<file path="src/rtl/wsp_shift_sequencer.sv">
// wsp_shift_sequencer
// Upstream IEEE 1500 WSP driver. A start pulse runs one wrapper access: shift an
// opcode into WIR and update it, then optionally capture/shift/update a data
// register while unloading WSO into a parallel word.
// The FSM state advances on WRCK; every WSP output is a flop computed from the
// current state, so the strobes trail the state register by one cycle.

module wsp_shift_sequencer #(
    parameter int WIR_LEN = 3,
    parameter int DR_LEN  = 12
) (
    input  logic               WRCK,
    input  logic               RESET,
    input  logic               start,
    input  logic [WIR_LEN-1:0] instr,
    input  logic               skip_dr,
    input  logic [DR_LEN-1:0]  dr_in,
    input  logic               WSO,
    output logic               SelectWIR,
    output logic               CaptureWR,
    output logic               ShiftWR,
    output logic               UpdateWR,
    output logic               WSI,
    output logic [DR_LEN-1:0]  dr_out,
    output logic               busy,
    output logic               done
);

    localparam int MAX_LEN = (WIR_LEN > DR_LEN) ? WIR_LEN : DR_LEN;
    localparam int CW      = $clog2(MAX_LEN) + 1;

    localparam logic [CW-1:0] WIR_LAST = CW'(WIR_LEN - 1);
    localparam logic [CW-1:0] DR_LAST  = CW'(DR_LEN - 1);
    localparam logic [CW-1:0] CNT_ZERO = CW'(0);
    localparam logic [CW-1:0] CNT_ONE  = CW'(1);

    typedef enum logic [2:0] {
        ST_IDLE      = 3'd0,
        ST_WIR_SHIFT = 3'd1,
        ST_WIR_UPD   = 3'd2,
        ST_DR_CAP    = 3'd3,
        ST_DR_SHIFT  = 3'd4,
        ST_DR_UPD    = 3'd5,
        ST_DONE      = 3'd6
    } state_e;

    state_e             state_q, state_d;
    logic [CW-1:0]      cnt_q, cnt_d;
    logic [WIR_LEN-1:0] instr_q, instr_d;
    logic [DR_LEN-1:0]  drl_q, drl_d;
    logic               skip_q, skip_d;

    logic               sel_q, sel_d;
    logic               cap_q, cap_d;
    logic               shift_q, shift_d;
    logic               upd_q, upd_d;
    logic               wsi_q, wsi_d;
    logic [DR_LEN-1:0]  dr_out_q, dr_out_d;
    logic               busy_q, busy_d;
    logic               done_q, done_d;

    // Next-state, shift counter and operand latch.
    always_comb begin
        state_d = state_q;
        cnt_d   = cnt_q;
        instr_d = instr_q;
        drl_d   = drl_q;
        skip_d  = skip_q;
        case (state_q)
            ST_IDLE: begin
                // done_q high means the DONE cycle is still visible; start is ignored there.
                if (start && !done_q) begin
                    instr_d = instr;
                    drl_d   = dr_in;
                    skip_d  = skip_dr;
                    cnt_d   = CNT_ZERO;
                    state_d = ST_WIR_SHIFT;
                end else begin
                    state_d = ST_IDLE;
                end
            end
            ST_WIR_SHIFT: begin
                if (cnt_q == WIR_LAST) begin
                    cnt_d   = CNT_ZERO;
                    state_d = ST_WIR_UPD;
                end else begin
                    cnt_d   = cnt_q + CNT_ONE;
                end
            end
            ST_WIR_UPD: begin
                if (skip_q) begin
                    state_d = ST_DONE;
                end else begin
                    state_d = ST_DR_CAP;
                end
            end
            ST_DR_CAP: begin
                cnt_d   = CNT_ZERO;
                state_d = ST_DR_SHIFT;
            end
            ST_DR_SHIFT: begin
                if (cnt_q == DR_LAST) begin
                    cnt_d   = CNT_ZERO;
                    state_d = ST_DR_UPD;
                end else begin
                    cnt_d   = cnt_q + CNT_ONE;
                end
            end
            ST_DR_UPD: begin
                state_d = ST_DONE;
            end
            ST_DONE: begin
                state_d = ST_IDLE;
            end
            default: begin
                state_d = ST_IDLE;
            end
        endcase
    end

    // WSP strobe/data decode from the current state, plus the WSO capture shifter.
    always_comb begin
        sel_d   = 1'b0;
        cap_d   = 1'b0;
        shift_d = 1'b0;
        upd_d   = 1'b0;
        wsi_d   = 1'b0;
        done_d  = 1'b0;
        case (state_q)
            ST_WIR_SHIFT: begin
                sel_d   = 1'b1;
                shift_d = 1'b1;
                wsi_d   = |(instr_q & (WIR_LEN'(1'b1) << cnt_q));
            end
            ST_WIR_UPD: begin
                sel_d = 1'b1;
                upd_d = 1'b1;
            end
            ST_DR_CAP: begin
                cap_d = 1'b1;
            end
            ST_DR_SHIFT: begin
                shift_d = 1'b1;
                wsi_d   = |(drl_q & (DR_LEN'(1'b1) << cnt_q));
            end
            ST_DR_UPD: begin
                upd_d = 1'b1;
            end
            ST_DONE: begin
                done_d = 1'b1;
            end
            default: begin
                done_d = 1'b0;
            end
        endcase

        busy_d = (state_d != ST_IDLE);

        // WSO is taken on the edge closing each visible DR shift cycle; it enters at
        // the MSB so that after DR_LEN shifts dr_out[k] holds sample k.
        if (shift_q && !sel_q) begin
            dr_out_d = DR_LEN'({WSO, dr_out_q} >> 1);
        end else begin
            dr_out_d = dr_out_q;
        end
    end

    // State, operand and output registers with synchronous reset.
    always_ff @(posedge WRCK) begin
        if (RESET) begin
            state_q  <= ST_IDLE;
            cnt_q    <= CNT_ZERO;
            instr_q  <= {WIR_LEN{1'b0}};
            drl_q    <= {DR_LEN{1'b0}};
            skip_q   <= 1'b0;
            sel_q    <= 1'b0;
            cap_q    <= 1'b0;
            shift_q  <= 1'b0;
            upd_q    <= 1'b0;
            wsi_q    <= 1'b0;
            dr_out_q <= {DR_LEN{1'b0}};
            busy_q   <= 1'b0;
            done_q   <= 1'b0;
        end else begin
            state_q  <= state_d;
            cnt_q    <= cnt_d;
            instr_q  <= instr_d;
            drl_q    <= drl_d;
            skip_q   <= skip_d;
            sel_q    <= sel_d;
            cap_q    <= cap_d;
            shift_q  <= shift_d;
            upd_q    <= upd_d;
            wsi_q    <= wsi_d;
            dr_out_q <= dr_out_d;
            busy_q   <= busy_d;
            done_q   <= done_d;
        end
    end

    assign SelectWIR = sel_q;
    assign CaptureWR = cap_q;
    assign ShiftWR   = shift_q;
    assign UpdateWR  = upd_q;
    assign WSI       = wsi_q;
    assign dr_out    = dr_out_q;
    assign busy      = busy_q;
    assign done      = done_q;

endmodule
</file>
<file path="config.mk">
export PLATFORM = sky130hd
export DESIGN_NAME = wsp_shift_sequencer
export DESIGN_NICKNAME = d
export VERILOG_FILES = /design/src/rtl/wsp_shift_sequencer.sv
export SDC_FILE = /design/constraint.sdc
export NUM_CORES = 1
export LEC_CHECK = 0
export ABC_AREA = 1
export CORE_MARGIN = 5
export CORE_UTILIZATION = 45
export CTS_CLUSTER_DIAMETER = 80
export DETAILED_ROUTE_END_ITERATION = 8
export DONT_BUFFER_PORTS = 1
export PLACE_DENSITY_LB_ADDON = 0.2
export SLEW_MARGIN = 15
export SYNTH_ARGS = -nofsm -noshare
export SYNTH_HDL_FRONTEND = slang
export SYNTH_SLANG_ARGS = --single-unit
</file>
<file path="constraint.sdc">
create_clock -name WRCK -period 1.89 [get_ports WRCK]
set_clock_uncertainty 0.1 [all_clocks]
set_input_delay 0.378 -clock WRCK [delete_from_list [all_inputs] [get_ports WRCK]]
set_output_delay 0.378 -clock WRCK [all_outputs]
set_load 0.1 [all_outputs]
</file>
# Word level (Yosys, flattened, before mapping)
# Cells that the tools add are included.
# Widths: inputs -> output; s select.
# totals
register_bits	43
out_inout_bits	19
# op_classes
n_reduce_logical	14
n_mux	15
shifts	2
addsub	1
bitwise_logic	2
eq_ne	9
# op_table
operator	count
$pmux 5 s4	1
$pmux 3 s6	1
$mux 5	3
$and 12x12->12	1
$reduce_or 12->1	1
$shl 1x5->12 const A	1
$eq 3x3->1 const B	3
$mux 3	3
$eq 3x2->1 const B	2
$mux 1	6
$reduce_or 2->1	3
$add 5x1->5 const B	1
$eq 5x2->1 const B	1
$eq 5x4->1 const B	1
$shl 1x5->3 const A	1
$reduce_and 2->1	2
$reduce_bool 4->1	1
$and 3x3->3	1
$eq 3x1->1 const B	1
$logic_not 3->1	1
$reduce_bool 3->1	1
$reduce_or 3->1	1
$logic_and 1x1->1	2
$logic_not 1->1	2
other kinds (2)	2

# Logic depth before layout (Yosys ltp)
# Gate-level depths: netlist (run 1).
# logic_depth
depth_word	5
mapped_depth	10

# Worst setup path before layout (run 1)
# No wires, ideal clock.
# synth_path
path_type	reg-to-reg
startpoint	register sel_q, in the netlist SelectWIR
endpoint	register dr_out_q[10], in the netlist dr_out[10]
n_path_buf	1
t_arrival_ps	1675
setup_time_ps	67
setup_slack_ps	48
stages_incl_launch_ff	6
synth_period_minus_slack_ps	1842
cell_sequence	dfxtp_1 nor2_1 inv_1 clkbuf_1 nor2_1 nor2_1
# synth_via
elab_chain_len	2
# synth_rtl
item	line	text
start, declared	53	logic sel_q, sel_d;
start signal, assigned	190	sel_q <= sel_d;
$logic_not 1->1	161	if (shift_q && !sel_q) begin
$logic_and 1x1->1	161	
end signal, assigned	181	dr_out_q <= {DR_LEN{1'b0}};
end signal, assigned	195	dr_out_q <= dr_out_d;
end, declared	58	logic [DR_LEN-1:0] dr_out_q, dr_out_d;
# Every way passes these cells.
# A chain may end at the register's enable or synchronous reset.

# Final worst setup path (run 1)
# layout_path
startpoint	register cnt_q[0]
endpoint	register cnt_q[1]
# layout_via
elab_chain_len	3
word_cells_on_any_way	6
# layout_rtl
item	line	text
start, declared	48	logic [CW-1:0] cnt_q, cnt_d;
start signal, assigned	186	cnt_q <= cnt_d;
$add 5x1->5, or another cell as far along	87, 106	
$mux 5, on equally long branches	102, 83	
$pmux 5 s4 *	69	case (state_q)
# Mark *: on every way between the ends. The rest lies on a longest branch, timed or not.

==> results.md, run 1 <==
* Status: complete, no violations
* Longest Clk Path Bufs at 2
* Seq/Total Area, Yosys at 46.5%
* Clock share of power at 31.4%
* Die Ht at 74.1 um
* Die Area at 5490 um^2
* Syn Nets at 274
* CP Data Required Time at 2.01 ns
* CP startpoint kind: flop
* P_int at 1.48 mW
* WP data arrival at 1.72 ns
* Cell count of the worst reg-to-reg path at 9
* Clock tree from TritonCTS: done
* First-pass GRT wire length at 6.64 mm
* Reg2reg start: cnt_q[0]
* Total gr overflow at 0
* Num ports at 39
* Synth-to-layout area growth at 15.3%
* Final Slew Violations at 0
* Tot GR Track Use at roughly 16%
* Setup violators final at 0
* Tcrit/Tclk final at 84.5%
* Gate power share at 21.6%
* Relative slew slack at 77.5%
* Pin count of the biggest net entering global routing at 25
* Pre-antenna DRT Iters at 4
* CTS resizes at 0
* Initial Util at 46.3%
* Power Density at 1010 nW/um^2
* Iteration-0 DRC Markers at 72
* Switch Pwr at 0.686 mW
* Via count at 1568
* Area share of the largest cell type after synthesis at a little under half
* Worst-path clk slew at 0.08 ns
* Post-CTS setup buffers at 0
* Core area at 4000 um^2
* Die W at about 74 um
* Port bufs at 0
* Worst hold slack at 0.0453 ns
* Switching Share at 31.7%
* Clk root buf: clkbuf_8
* Slew @ Worst Pin at 0.337 ns
* Leak at between 0.9 and 1 nW
* Final Hold Viols at 0
* Vias/cell at 4.93
* # nets final at 294
* Critical path type: flop to flop
* R2R Setup Slk at 0.29 ns
* Post-Syn Area at roughly 1900 um^2
* CTS H-tree lvls at 2
* ANT nets after route at 0
* DR WL/cell at 12.5 um
* Cells after Synth at ~250
* Initial antenna violation count at 0
* CTS buffer count at 5
* Peak supply drop at roughly 0.64 mV
* # rows at 23
* Power share of the sequential group at 47.1%
* Synth area leader: dfxtp_1
* Hpwl dp at a little over 3 mm
* Average size of a mapped cell at 7.46 um^2
* Number of clock sinks at 43
* Worst skew pair latency at 0.29 ns
* Max-Cap Viols at 0
* Fmax at 0.626 GHz
* RSZ-0062 raised after global routing: false
* YS warnings at 0
* CP endpoint: cnt_q[1]
* DRT Wirelength at 3.97 mm
* Crit end category: flop
* Setup TNS at 0 ns
* Vias in the first global route at about 1500
* FILL cells at 411
* Post-synthesis cell type count at 26
* Reg2reg end: cnt_q[1]
* # DRC at 0
* Synthesized flop and latch total at 43
* Synth area leaders: dfxtp_1 (47%), nor2_1 (13%), o21ai_0 (8.7%)
* Crit-path max FO at 6
* Hold_buf cts at 0
* Fraction of layout cells with a size suffix above 1 at 15.3%
* Overall Power at 2.16 mW
* Placer Congestion at 0.858
* Start point of the critical path: cnt_q[0]
* Min-Delay Path Class: primary input to flop
* Post-layout min period at 1.60 ns
* # diodes at 0
## power by group through the flow
stage               logic [mW]  clock network (mW)  registers [mW]
global route             0.509               0.745            1.03
finish                   0.466               0.678            1.02
CTS                      0.472               0.703            1.02
global placement         0.467                   0            1.04
detailed placement       0.470                   0            1.04
floorplan                0.185                   0            1.23
## metal layers
layer	global-route usage [%]	up-vias	wire, um
li1	-	834	-
met1	20.3	688	1820
met2	24.5	38	1800
met3	6.35	8	292
met4	5.23	0	59
met5	0	-	0
## registers in the layout, summed over array words and instances (netlist names)
name	count
ShiftWR	1
dr_out	12
busy	1
skip_q	1
SelectWIR	1
drl_q	12
CaptureWR	1
instr_q	3
done	1
state_q	3
WSI	1
UpdateWR	1
cnt_q	5
## worst max-delay path: stages (launching register included)
cell and delay, ns:
dfxtp_1 0.43, inv_1 0.12, ha_1 0.24, inv_1 0.06
nor2_1 0.04, nand2_1 0.11, nand3_1 0.12, nand2_1 0.14
nand2_1 0.06, a21oi_1 0.12
## worst min-delay path by stage
stage	from	endpoint	slack, ns	cells after the start
5_1_grt	RESET	done	0.03	1
6_report	RESET	cnt_q[2]	0.05	1
2_1_floorplan	instr_q[2]	instr_q[2]	0.33	2
4_1_cts	RESET	cnt_q[2]	0.04	1
3_3_place_gp	RESET	cnt_q[1]	0.35	1
3_5_place_dp	RESET	cnt_q[2]	0.35	1
## area by class of cell
cell class | instances | area (um^2) | area share (%)
clock buffers | 6 | 72.6 | 3.40
well taps | 50 | 62.6 | 2.93
inverters | 20 | 75.1 | 3.52
clock inverters | 1 | 30.0 | 1.41
flip-flops and latches | 43 | 861 | 40.4
repair buffers | 21 | 158 | 7.39
multi-input cells | 177 | 875 | 41.0
## layout by cell type, fill, tap and decap left out
| cell type | netlist | layout |
|---|---|---|
| nor2_1 | 66 | 66 |
| dfxtp_1 | 43 | 43 |
| o21ai_0 | 32 | 32 |
| nand2_1 | 31 | 31 |
| buf_4 | 0 | 21 |
| inv_1 | 16 | 16 |
| nand3_1 | 14 | 14 |
| a21oi_1 | 11 | 11 |
| ha_1 | 6 | 6 |
| clkbuf_8 | 0 | 5 |
| inv_2 | 4 | 4 |
| nor2_4 | 3 | 3 |
| a21oi_2 | 2 | 2 |
| xor2_1 | 2 | 2 |
| nor4_1 | 2 | 2 |
| nand3_4 | 1 | 1 |
| nand2_2 | 1 | 1 |
| nand3_2 | 1 | 1 |
| nand4_1 | 1 | 1 |
| o21bai_2 | 1 | 1 |
| nor2_2 | 1 | 1 |
| o21ai_1 | 1 | 1 |
| a31oi_1 | 1 | 1 |
| clkbuf_1 | 4 | 1 |
| bufinv_16 | 0 | 1 |
## cell families (layout without fill, tap and decap cells)
family | Yosys count | count (layout) | synth area share (%)
DFF | 43 | 43 | 46.5
xor gates and xnor gates | 2 | 2 | 0.947
buffers and inverters | 28 | 48 | 6.22
AOI/OAI and AO/OA | 48 | 48 | 13.8
and+or+nand+nor | 121 | 121 | 28.5
adders and majority gates | 6 | 6 | 4.06
## synthesized netlist by cell type (all sizes together)
cell type  count
nor2          70
nand4          1
xor2           2
a21oi         13
buf            3
nor4           2
nand2         32
nand3         16
ha             6
a31oi          1
o21ai         33
dfxtp         43
o21bai         1
clkbuf         5
inv           20
## per-stage QoR
step / cell area [um^2] / instances / worst slack, ns / utilization [%]
after detailed placement: 2030 / 311 / 0.332 / 50.8
after floorplan: 1850 / 248 / 0.0480 / -
after CTS: 2130 / 318 / 0.296 / 53.3
after global placement: 2030 / 311 / 0.338 / 50.8
final: 2130 / 318 / 0.294 / 53.3
after global routing: 2130 / 318 / 0.0582 / 53.3
Note: power is estimated with default switching activity, not from simulation.
==> run 2: changes to the inputs <==
==> constraint.sdc (replaced) <==
create_clock -name WRCK -period 1.4 [get_ports WRCK]
set_clock_uncertainty 0.1 [all_clocks]
set_input_delay 0.28 -clock WRCK [delete_from_list [all_inputs] [get_ports WRCK]]
set_output_delay 0.28 -clock WRCK [all_outputs]
set_load 0.1 [all_outputs]
==> results.md, run 2 (synthesis results as in run 1) <==
* Reg2reg end: WSI
* Initial antenna violation count at 0
* Peak supply drop at 0.924 mV
* Leak at 1.07 nW
* Pin count of the biggest net entering global routing at 31
* Tcrit/Tclk final at 101%
* Longest Clk Path Bufs at 2
* Hold EP: cnt_q[1]
* WP data arrival at 1.50 ns
* # DRC at 0
* Die W at about 74 um
* # nets final at a little over 300
* Final Slew Violations at 0
* Vias/cell at 5.06
* # rows at 23
* Most frequent cells in the layout: nor2_1 (64), o21ai_0 (28), nand2_1 (26)
* Initial Util at between 40 and 50%
* RSZ-0062 raised after global routing: true
* DP Worst Slack at -0.0934 ns
* Critical path type: flop to flop
* Core area at 4000 um^2
* Number of clock sinks at 43
* Vias in the first global route at 1667
* CP Data Required Time at ~1.5 ns
* Slew @ Worst Pin at 0.350 ns
* Status: finished, violations left
* Worst hold slack at -0.0631 ns
* Post-layout min period at ~1.4 ns
* Fraction of layout cells with a size suffix above 1 at between 30% and 40%
* CTS H-tree lvls at 2
* Final Hold Viols at 10
* Failing checks: negative hold slack, negative setup slack
* Power Density at 1160 nW/um^2
* HP Start: RESET
* Pre-antenna DRT Iters at 4
* ANT nets after route at 0
* Clock tree from TritonCTS: done
* R2R Setup Slk at -0.009 ns
* CTS buffer count at 5
* Leading cell type in the layout, fill and taps excluded: nor2_1
* Setup violators final at 1
* First-pass GRT wire length at 7.48 mm
* Post-route cell area at 2520 um^2
* Iteration-0 DRC Markers at 117
* Placer Congestion at 0.903
* Placed Area at 2270 um^2
* Hold Crit Depth at 1
* Synth-to-layout area growth at 36.4%
* Tot GR Track Use at 17.9%
* Min-Delay Path Class: primary input to flop
* CP startpoint kind: flop
* Cell count of the worst reg-to-reg path at 10
* Hpwl dp at 3.22 mm
* Max-Cap Viols at 0
* Relative slew slack at 76.6%
* Total gr overflow at 0
* Worst skew pair latency at 0.29 ns
* Setup TNS at -0.00867 ns
* Die Ht at 74.1 um
* Reg2reg start: cnt_q[1]
* Die Area at 5490 um^2
* Port bufs at 0
* Setup slack after layout at -0.00867 ns
* Fmax at 0.710 GHz
* Crit end category: flop
* Crit-path max FO at 4
* # diodes at 0
* Core Util, Final at 63.1%
* DR WL/cell at 14.0 um
* DRT Wirelength at ~4.6 mm
* Clk root buf: clkbuf_8
* Worst-path clk slew at 0.08 ns
* Num ports at 39
* Via count at 1674
## run 2: layout make-up
type	count	area, um^2
clock inverter	1	5.00
sequential	43	896
clock buffer	7	76.3
tap	50	62.6
timing repair buffer	33	389
inverter	20	87.6
fill	349	1480
multi-input combinational	177	1010
## run 2: metal layers
metal	up-vias	part of all wire (%)	global-route usage (%)
li1	861	-	-
met3	9	5.7	7.16
met2	40	50	29.6
met4	0	2.1	7.04
met5	-	0	0
met1	764	42	20.6
## run 2: power breakdown
| part | switching [mW] | internal [mW] |
|---|---|---|
| Clock | 0.416 | 0.351 |
| Combinational | 0.521 | 0.255 |
| Sequential | 0.0726 | 1.32 |
## run 2: critical path, stage by stage, from the launching register on
cell and delay (ns):
dfxtp_4 0.38, ha_4 0.19, ha_4 0.16, nand2_2 0.05, nand2_2 0.04, inv_2 0.05
nand3_2 0.06, nand2_1 0.06, nand3_1 0.08, nand2_1 0.07, a21oi_1 0.06
## run 2: timing repair
item / CTS / global route
setup buffers: 0 / 2
pin swaps: 0 / 11
gates resized for setup: 12 / 35
endpoints found under the hold margin: 10 / 10
setup endpoints to repair: 8 / 24
## run 2: stage by stage
stage / instances / power, mW
global placement: 321 / 2.13
CTS: 329 / 2.91
finish: 331 / 2.94
floorplan: 248 / 1.92
detailed placement: 321 / 2.14
global route: 331 / 3.08
## run 2: worst max-delay path by stage
| stage | from | endpoint | cells past startpoint |
|---|---|---|---|
| floorplan | dr_out[10] | dr_out[10] | 2 |
| global placement | cnt_q[1] | WSI | 10 |
| detailed placement | cnt_q[1] | WSI | 10 |
| CTS | cnt_q[0] | WSI | 8 |
| global route | cnt_q[0] | WSI | 10 |
| finish | cnt_q[1] | WSI | 10 |
==> run 3: changes to the inputs <==
--- a/config.mk
+++ b/config.mk
@@ -8,7 +8,7 @@
 export ABC_AREA = 1
 export CORE_MARGIN = 5
 export CORE_UTILIZATION = 45
-export CTS_CLUSTER_DIAMETER = 80
+export CTS_CLUSTER_DIAMETER = 60
 export DETAILED_ROUTE_END_ITERATION = 8
 export DONT_BUFFER_PORTS = 1
 export PLACE_DENSITY_LB_ADDON = 0.2
@@ -16,3 +16,4 @@
 export SYNTH_ARGS = -nofsm -noshare
 export SYNTH_HDL_FRONTEND = slang
 export SYNTH_SLANG_ARGS = --single-unit
+export TNS_END_PERCENT = 5
==> results.md, run 3 (synthesis results as in run 1) <==
* # nets final at between 300 and 400
* Power share of the sequential group at 48.1%
* Power Density at approximately 1200 nW/um^2
* CTS H-tree lvls at 2
* Die Area at 5490 um^2
* Switching Share at 34.2%
* Num ports at 39
* Tcrit/Tclk final at 102%
* Core Util, Final at 60.5%
* Fmax at 0.703 GHz
* Failing checks: negative hold slack, negative setup slack
* First-pass GRT wire length at 7.01 mm
* HP Start: RESET
* Initial Util at 46.3%
* Vias in the first global route at 1576
* Leak at about 1.0 nW
* Hpwl dp at 3.17 mm
* Gate power share at 25.5%
* Slowest CP cell: dfxtp_4
* Crit-path max FO at 5
* Final Slew Violations at 0
* Clock share of power at 26.4%
* Tot GR Track Use at 16.6%
* Initial antenna violation count at 0
* # DRC at 0
* Vias/cell at 5.03
* WP data arrival at 1.51 ns
* Post-Place Cells at ~320
* Peak supply drop at 0.907 mV
* Clk root buf: clkbuf_8
* Multi-input combinational cell area at 986 um^2
* Slew @ Worst Pin at 0.360 ns
* Most used cell, CP: nand2_1
* Critical path type: flop to flop
* DR WL/cell at 12.9 um
* Pin count of the biggest net entering global routing at 25
* Via count at 1660
* Core area at 4000 um^2
* FILL cells at 363
* DRT Wirelength at between 4 and 5 mm
* CP startpoint kind: flop
* Fraction of layout cells with a size suffix above 1 at 27.5%
* Longest Clk Path Bufs at 2
* Final Non-Filler Cells at 330
* Clock tree from TritonCTS: done
* Start point of the critical path: cnt_q[1]
* Worst hold slack at -0.0653 ns
* Port bufs at 0
* Reg area at 883 um^2
* Reg2reg start: cnt_q[1]
* CTS buffer count at 5
* Synth-to-layout area growth at 30.7%
* Leading cell type in the layout, fill and taps excluded: nor2_1
* P_int at 1.89 mW
* Pre-antenna DRT Iters at 4
* Post-layout min period at 1.42 ns
* DP Worst Slack at -0.0947 ns
* ANT nets after route at 0
* Switch Pwr at around 1 mW
* Setup slack after layout at -0.0223 ns
* Most frequent cells in the layout: nor2_1 (65), dfxtp_1 (35), o21ai_0 (29)
* # rows at 23
* Max-Cap Viols at 0
* Relative slew slack at between 70% and 80%
* Min-Delay Path Class: primary input to flop
* Setup violators final at 1
* Status: finished, violations left
* Placer Congestion at 0.840
* Worst path cell trace: ha_4 -> ha_4 -> nand2_1 -> nand2_1 -> inv_1 -> nand3_1 -> nand2_1 -> nand3_1 -> nand2_1 -> a21oi_1
* Worst skew pair latency at 0.29 ns
* RSZ-0062 raised after global routing: true
* Max incr delay on CP at 0.38 ns
* Total gr overflow at 0
* Final Hold Viols at 10
* R2R Setup Slk at -0.02 ns
* Die Ht at 74.1 um
* # diodes at 0
* Worst-path clk slew at 0.07 ns
* Number of clock sinks at 43
* Crit end category: flop
* Iteration-0 DRC Markers at 147
* CP Data Required Time at 1.49 ns
* Die W at approximately 74 um
run 3: area by class of cell:
cell class | count | share of cell area, %
timing repair buffer | 32 | 13.2
inverter | 20 | 3.41
clock buffer | 6 | 3.00
multi-input combinational | 177 | 40.8
sequential | 43 | 36.5
tap | 50 | 2.59
clock inverter | 2 | 0.517
run 3: final timing paths:
| path | cells after the start | endpoint |
|---|---|---|
| worst min-delay path | 1 | cnt_q[2] |
| worst min register to register | 2 | instr_q[2] |
| worst max-delay path | 10 | WSI |
| worst max register to register | 10 | WSI |
run 3: per-stage QoR:
step	power (mW)	instance area, um^2	hold slack [ns]	setup TNS [ns]
after global routing	3.02	2420	-0.0836	-0.270
after floorplan	1.91	1860	0.315	-0.0352
final	2.87	2420	-0.0653	-0.0223
after CTS	2.86	2320	-0.0699	-0.0288
after detailed placement	2.10	2190	0.248	-0.363
after global placement	2.09	2190	0.246	-0.0947
run 3: critical path: cells and delay by family, from the launching register on:
kind,cells,cell delay [ns]
compound gates,1,0.06
fa+ha+maj,2,0.35
simple gates,6,0.40
flops,1,0.38
buf+inv,1,0.04
run 3: routing by layer:
layer	up-vias	global-route usage, %	share of wire, %
met5	-	0	0
met4	0	7.24	1.4
met3	5	6.35	7.2
met2	41	26.6	49
met1	755	19.9	43
li1	859	-	-
run 3: power by group through the flow:
stage,registers [mW],logic (mW),clock network (mW)
floorplan,1.66,0.250,0
global placement,1.40,0.689,0
detailed placement,1.40,0.698,0
CTS,1.38,0.706,0.782
global route,1.39,0.788,0.843
finish,1.38,0.732,0.756
run 3: what timing repair did:
item                       4_1_cts  5_1_grt
setup endpoints to repair        7       24
resized for setup               14       24
hold endpoints to repair        10       10
pin swaps                        2       12
buffers inserted                 0        1
